==> src/rtl/rpc2_ctrl_pkg.sv <==
// Shared constants for the RPC2 controller: AXI burst/response encodings and
// the register-bridge FSM state encoding.
package rpc2_ctrl_pkg;

  localparam logic [1:0] BURST_FIXED = 2'b00;
  localparam logic [1:0] BURST_INCR  = 2'b01;
  localparam logic [1:0] BURST_WRAP  = 2'b10;

  localparam logic [1:0] RESP_OKAY   = 2'b00;
  localparam logic [1:0] RESP_SLVERR = 2'b10;
  localparam logic [1:0] RESP_DECERR = 2'b11;

  localparam logic [2:0] ST_IDLE    = 3'd0;
  localparam logic [2:0] ST_RD_REQ  = 3'd1;
  localparam logic [2:0] ST_RD_DATA = 3'd2;
  localparam logic [2:0] ST_WR_REQ  = 3'd3;
  localparam logic [2:0] ST_WR_DATA = 3'd4;
  localparam logic [2:0] ST_WR_RESP = 3'd5;

endpackage

==> src/rtl/rpc2_ctrl_axi_reg_bridge.sv <==
// AXI4 slave to register-interface bridge: one transaction in flight, fair
// AW/AR arbitration, zero-cycle data passthrough in the data phases.
module rpc2_ctrl_axi_reg_bridge
  import rpc2_ctrl_pkg::*;
#(
  parameter int C_AXI_ID_WIDTH = 4
) (
  input  logic                      clk,
  input  logic                      reset_n,
  input  logic [C_AXI_ID_WIDTH-1:0] s_axi_awid,
  input  logic [31:0]               s_axi_awaddr,
  input  logic [7:0]                s_axi_awlen,
  input  logic [2:0]                s_axi_awsize,
  input  logic [1:0]                s_axi_awburst,
  input  logic                      s_axi_awvalid,
  output logic                      s_axi_awready,
  input  logic [31:0]               s_axi_wdata,
  input  logic [3:0]                s_axi_wstrb,
  input  logic                      s_axi_wlast,
  input  logic                      s_axi_wvalid,
  output logic                      s_axi_wready,
  output logic [C_AXI_ID_WIDTH-1:0] s_axi_bid,
  output logic [1:0]                s_axi_bresp,
  output logic                      s_axi_bvalid,
  input  logic                      s_axi_bready,
  input  logic [C_AXI_ID_WIDTH-1:0] s_axi_arid,
  input  logic [31:0]               s_axi_araddr,
  input  logic [7:0]                s_axi_arlen,
  input  logic [2:0]                s_axi_arsize,
  input  logic [1:0]                s_axi_arburst,
  input  logic                      s_axi_arvalid,
  output logic                      s_axi_arready,
  output logic [C_AXI_ID_WIDTH-1:0] s_axi_rid,
  output logic [31:0]               s_axi_rdata,
  output logic [1:0]                s_axi_rresp,
  output logic                      s_axi_rlast,
  output logic                      s_axi_rvalid,
  input  logic                      s_axi_rready,
  output logic                      axi2ip_valid,
  output logic                      axi2ip_rw_n,
  output logic [31:0]               axi2ip_address,
  output logic [1:0]                axi2ip_size,
  output logic [1:0]                axi2ip_burst,
  output logic [7:0]                axi2ip_len,
  output logic [3:0]                axi2ip_strb,
  output logic [31:0]               axi2ip_data,
  output logic                      axi2ip_data_valid,
  output logic                      axi2ip_data_ready,
  input  logic                      ip_ready,
  input  logic                      ip_data_ready,
  input  logic [31:0]               ip_data,
  input  logic                      ip_data_valid,
  input  logic                      ip_data_last,
  input  logic [1:0]                ip_rd_error,
  input  logic                      ip_wr_done,
  input  logic [1:0]                ip_wr_error
);

  logic [2:0]                state_r;
  logic [2:0]                next_state_s;
  logic [C_AXI_ID_WIDTH-1:0] id_r;
  logic [31:0]               addr_r;
  logic [7:0]                len_r;
  logic [1:0]                size_r;
  logic [1:0]                burst_r;
  logic                      rw_n_r;
  logic [1:0]                bresp_r;
  logic                      last_wr_r;
  logic                      idle_s;
  logic                      wr_data_s;
  logic                      rd_data_s;
  logic                      grant_wr_s;
  logic                      grant_rd_s;
  logic                      unused_s;

  // wlast and size bit 2 carry no meaning for the register side
  assign unused_s = ^{s_axi_wlast, s_axi_awsize[2], s_axi_arsize[2]};

  assign idle_s     = (state_r == ST_IDLE);
  assign wr_data_s  = (state_r == ST_WR_DATA);
  assign rd_data_s  = (state_r == ST_RD_DATA);
  // Write wins a tie unless it was the previous grant.
  assign grant_wr_s = s_axi_awvalid & (~s_axi_arvalid | ~last_wr_r);
  assign grant_rd_s = s_axi_arvalid & ~grant_wr_s;

  assign s_axi_awready     = idle_s & grant_wr_s;
  assign s_axi_arready     = idle_s & grant_rd_s;
  assign s_axi_wready      = wr_data_s & ip_data_ready;
  assign axi2ip_data_valid = wr_data_s & s_axi_wvalid;
  assign axi2ip_data       = wr_data_s ? s_axi_wdata : 32'h0000_0000;
  assign axi2ip_strb       = wr_data_s ? s_axi_wstrb : 4'h0;
  assign s_axi_bvalid      = (state_r == ST_WR_RESP);
  assign s_axi_bid         = id_r;
  assign s_axi_bresp       = bresp_r;
  assign s_axi_rvalid      = rd_data_s & ip_data_valid;
  assign s_axi_rdata       = rd_data_s ? ip_data : 32'h0000_0000;
  assign s_axi_rresp       = rd_data_s ? ip_rd_error : RESP_OKAY;
  assign s_axi_rlast       = rd_data_s & ip_data_last;
  assign s_axi_rid         = id_r;
  assign axi2ip_data_ready = rd_data_s & s_axi_rready;
  assign axi2ip_valid      = (state_r == ST_RD_REQ) | (state_r == ST_WR_REQ);
  assign axi2ip_rw_n       = rw_n_r;
  assign axi2ip_address    = addr_r;
  assign axi2ip_size       = size_r;
  assign axi2ip_burst      = burst_r;
  assign axi2ip_len        = len_r;

  // Next-state decode
  always_comb begin
    next_state_s = state_r;
    case (state_r)
      ST_IDLE: begin
        if (grant_wr_s) next_state_s = ST_WR_REQ;
        else if (grant_rd_s) next_state_s = ST_RD_REQ;
        else next_state_s = ST_IDLE;
      end
      ST_RD_REQ: begin
        if (ip_ready) next_state_s = ST_RD_DATA;
        else next_state_s = ST_RD_REQ;
      end
      ST_RD_DATA: begin
        if (ip_data_valid && s_axi_rready && ip_data_last) next_state_s = ST_IDLE;
        else next_state_s = ST_RD_DATA;
      end
      ST_WR_REQ: begin
        if (ip_ready) next_state_s = ST_WR_DATA;
        else next_state_s = ST_WR_REQ;
      end
      ST_WR_DATA: begin
        if (ip_wr_done) next_state_s = ST_WR_RESP;
        else next_state_s = ST_WR_DATA;
      end
      ST_WR_RESP: begin
        if (s_axi_bready) next_state_s = ST_IDLE;
        else next_state_s = ST_WR_RESP;
      end
      default: next_state_s = ST_IDLE;
    endcase
  end

  // State, request latch, write status and arbitration pointer
  always_ff @(posedge clk or negedge reset_n) begin
    if (!reset_n) begin
      state_r   <= ST_IDLE;
      id_r      <= {C_AXI_ID_WIDTH{1'b0}};
      addr_r    <= 32'h0000_0000;
      len_r     <= 8'h00;
      size_r    <= 2'b00;
      burst_r   <= 2'b00;
      rw_n_r    <= 1'b0;
      bresp_r   <= RESP_OKAY;
      last_wr_r <= 1'b0;
    end else begin
      state_r <= next_state_s;
      if (idle_s && grant_wr_s) begin
        id_r      <= s_axi_awid;
        addr_r    <= s_axi_awaddr;
        len_r     <= s_axi_awlen;
        size_r    <= s_axi_awsize[1:0];
        burst_r   <= s_axi_awburst;
        rw_n_r    <= 1'b0;
        last_wr_r <= 1'b1;
      end else if (idle_s && grant_rd_s) begin
        id_r      <= s_axi_arid;
        addr_r    <= s_axi_araddr;
        len_r     <= s_axi_arlen;
        size_r    <= s_axi_arsize[1:0];
        burst_r   <= s_axi_arburst;
        rw_n_r    <= 1'b1;
        last_wr_r <= 1'b0;
      end
      if (wr_data_s && ip_wr_done) bresp_r <= ip_wr_error;
    end
  end

endmodule

==> config.mk <==
export PLATFORM = sky130hd
export DESIGN_NAME = rpc2_ctrl_axi_reg_bridge
export DESIGN_NICKNAME = d
export VERILOG_FILES = /design/src/rtl/rpc2_ctrl_pkg.sv /design/src/rtl/rpc2_ctrl_axi_reg_bridge.sv
export SDC_FILE = /design/constraint.sdc
export NUM_CORES = 1
export LEC_CHECK = 0
export BUFFER_PORTS_ARGS = -buffer_cell sky130_fd_sc_hd__clkbuf_2
export CELL_PAD_IN_SITES_DETAIL_PLACEMENT = 1
export CELL_PAD_IN_SITES_GLOBAL_PLACEMENT = 1
export CORE_AREA = 2 2 124 126
export CTS_BUF_LIST = sky130_fd_sc_hd__clkbuf_16
export CTS_CLUSTER_SIZE = 25
export DETAILED_ROUTE_END_ITERATION = 8
export DIE_AREA = 0 0 126 128
export PLACE_DENSITY = 0.89
export SYNTH_ARGS = -nofsm -noshare
export SYNTH_HDL_FRONTEND = slang
export SYNTH_SLANG_ARGS = --single-unit
==> constraint.sdc <==
create_clock -name clk -period 2.3 [get_ports clk]
set_input_delay 0.69 -clock clk [delete_from_list [all_inputs] [get_ports clk]]
set_output_delay 0.69 -clock clk [all_outputs]
set_load 0.005 [all_outputs]
==> impl_metrics.tcl <==
set metrics [dict create \
    status "finished, violations left" \
    violations "setup timing" \
    worstPathArrival_ns 1.65 \
    relSlewSlack_pct 61.5 \
    fin_crit_sh_pct 102 \
    synthesis.area_sq_um 3430 \
    overflow 0 \
    antenna_left 0 \
    drtIter0Drc 102 \
    setup-violations-final 59 \
    start_util_pct 23.1 \
    final_max_slew_viol_count 0 \
    p_total_uw 7070 \
    crit_path_max_fanout 6 \
    cp-start-kind "flop" \
    max_freq_mhz 427 \
    synth_cell_type_count 30 \
    synth_nets 588 \
    cp_slowest_cell "dfrtp_1" \
    diodes 0 \
    via_per_inst 4.83 \
    synth_xor_area_share_pct 0.255 \
    netlist_instances 405 \
    ys.flop_type "dfrtp_1" \
    regToRegStartpoint "state_r[0]" \
    wl_per_cell_um 19.0 \
    crit_top_cell "buf_6" \
    die_w_um 126 \
    ios 317 \
    seq_area_frac_synth_pct 40.1 \
    dieArea_sq_um 16100 \
    syn_to_final_growth_pct 68.0 \
    hp-class "input port to asynchronous set/reset pin" \
    multi_input_area_sq_um 1870 \
    p_leak_uw 0.00289 \
    synth-seq-cells 55 \
    grt_util_met3_pct 6.14 \
    final_cell_mix "clkbuf_2 (281), dfrtp_1 (55), and2_1 (52)" \
    fp.dieH_um 128 \
    path_clk_slew_ns 0.08 \
    rsz0062_at_grt "true" \
    ff2ff_setup_slack_ns 0.44 \
    final_common_cell "clkbuf_2" \
    coreArea_sq_um 14900 \
    cts-root-buf "clkbuf_16" \
    finalSetupTns_ns -0.896 \
    cts_buffers 5 \
    final_area_sq_um 5770 \
    drt-total-wl_um 17000 \
    clk_latency_ns 0.31 \
    hpwl_um 12600 \
    setup_slack_ns -0.0409 \
    grt_pass1_vias 4322 \
    crit_family "buffers and inverters" \
    min_period_ns 2.34 \
    synth_edf_count 0 \
    finClkSkew_ns 0.00821 \
    finalHoldViolations 0 \
    crit_buf_inv 4 \
    syn_area_per_cell_sq_um 8.48 \
    num-fill-cells 1846 \
    place_area_sq_um 5180 \
    synth_compound_area_share_pct 26.4 \
    power_density_nw_per_um2 1230 \
    r2r_end "axi2ip_len[6]" \
    yosys.area_share.simple_pct 24.1 \
    hold_ws_ns 0.362 \
    synth_mux_area_share_pct 0.947 \
    cts_max_level 2 \
    firstDrtPassIters 4 \
    drive_gt1_share_pct 56.4 \
    grtUsageMet2_pct 33.3 \
    gp_congestion 0.841 \
    antenna_found_initial 0 \
    endpoint_kind "output pin" \
    grt_max_degree 72 \
    critPathKind "flop to output pin" \
    met1_usage_pct 22.9 \
    max_cap_violations 0 \
    cts_tree "built" \
    fp-row-count 45 \
    synth_top_family_by_area "compound AO/OA/AOI/OAI gates" \
    critPathRequiredTime_ns 1.61 \
    crit_chain "buf_6 -> nor3b_4 -> buf_6 -> clkbuf_16 -> and2_4 -> buf_6" \
    critical_path.max_stage_delay_ns 0.39 \
    cts_hold_buffers 0 \
    nNetsFinal 890 \
    tightest_slew_ns 0.578 \
    portBuffers 313 \
    yosysWarnings 0 \
    regArea_sq_um 1380 \
    clkSinkCount 55 \
    clk_path_buf_depth 2 \
    via_count 4331 \
    vdd_drop_max_mv 0.682 \
    r2r.worst_path.cells 6 \
    grt_pass1_wl_um 24100 \
    grt_usage_pct 19.1 \
    synthAdderAreaFrac_pct 0 \
    async_reset_ff_share_pct 100 \
    drc 0 \
    busiest_layer "met2" \
]
[layer usage]
layer | wire length (um) | share of wire (%)
met5 | 0 | 0
met4 | 312 | 1.8
met3 | 1390 | 8.2
met2 | 8710 | 51
met1 | 6600 | 39
[stage by stage]
step / worst slack, ns / utilization, % / std cells
after floorplan: 0.359 / - / 405
after global placement: 0.182 / 34.9 / 872
after detailed placement: 0.201 / 34.9 / 872
after CTS: -0.0365 / 36.0 / 880
after global routing: -0.120 / 38.8 / 896
final: -0.0409 / 38.8 / 896
[state kept, by name (all words and copies together) (netlist names)]
name            flops
axi2ip_len          8
axi2ip_address     32
axi2ip_rw_n         1
s_axi_bid           4
axi2ip_burst        2
state_r             3
s_axi_bresp         2
last_wr_r           1
axi2ip_size         2
[layout make-up]
type,count,share of cell area [%]
repair buffers,347,36.5
well taps,188,4.08
flip-flops and latches,55,23.9
multi-input cells,296,32.5
clock buffers,5,2.17
clock inverters,3,0.759
inverters,2,0.130
[where the power goes]
group / switching, uW / internal [uW]
clock: 398 / 516
sequential: 290 / 1470
combinational: 2320 / 2090
total: 3000 / 4070
[cells by family (layout without fill, tap and decap cells)]
group	after synthesis	count (layout)
buffers and inverters	54	357
and+or+nand+nor	140	140
xor gates and xnor gates	1	1
AOI/OAI and AO/OA	152	152
muxes	3	3
DFF	55	55
[synthesized netlist by cell type (3+ instances only)]
cell type / instances / area share (%)
and2_1: 77 / 14
dfrtp_1: 55 / 40
o21ai_1: 50 / 7.3
nand3_1: 49 / 7.1
a21oi_1: 48 / 7.0
a31oi_1: 38 / 6.9
buf_2: 21 / 3.1
clkbuf_1: 16 / 1.7
a31oi_2: 10 / 3.6
buf_4: 6 / 1.3
buf_1: 4 / 0.44
buf_6: 4 / 1.3
nor2b_1: 4 / 0.73
nand2_1: 3 / 0.33
[how the worst max path moves through the flow]
| stage | start | end | cells after the start |
|---|---|---|---|
| floorplan | state_r[1] | s_axi_arready | 5 |
| global placement | s_axi_arvalid | s_axi_awready | 4 |
| detailed placement | s_axi_awvalid | s_axi_awready | 4 |
| CTS | state_r[2] | s_axi_rdata[9] | 5 |
| global route | state_r[0] | axi2ip_data[30] | 6 |
| finish | state_r[2] | s_axi_rdata[22] | 6 |
[repair_timing]
action	4_1_cts	5_1_grt
cloned	0	8
pin swaps	0	24
buffers inserted	0	8
gates resized for setup	1	79
setup endpoints to repair	23	77
Note: power is estimated with default switching activity, not from simulation.
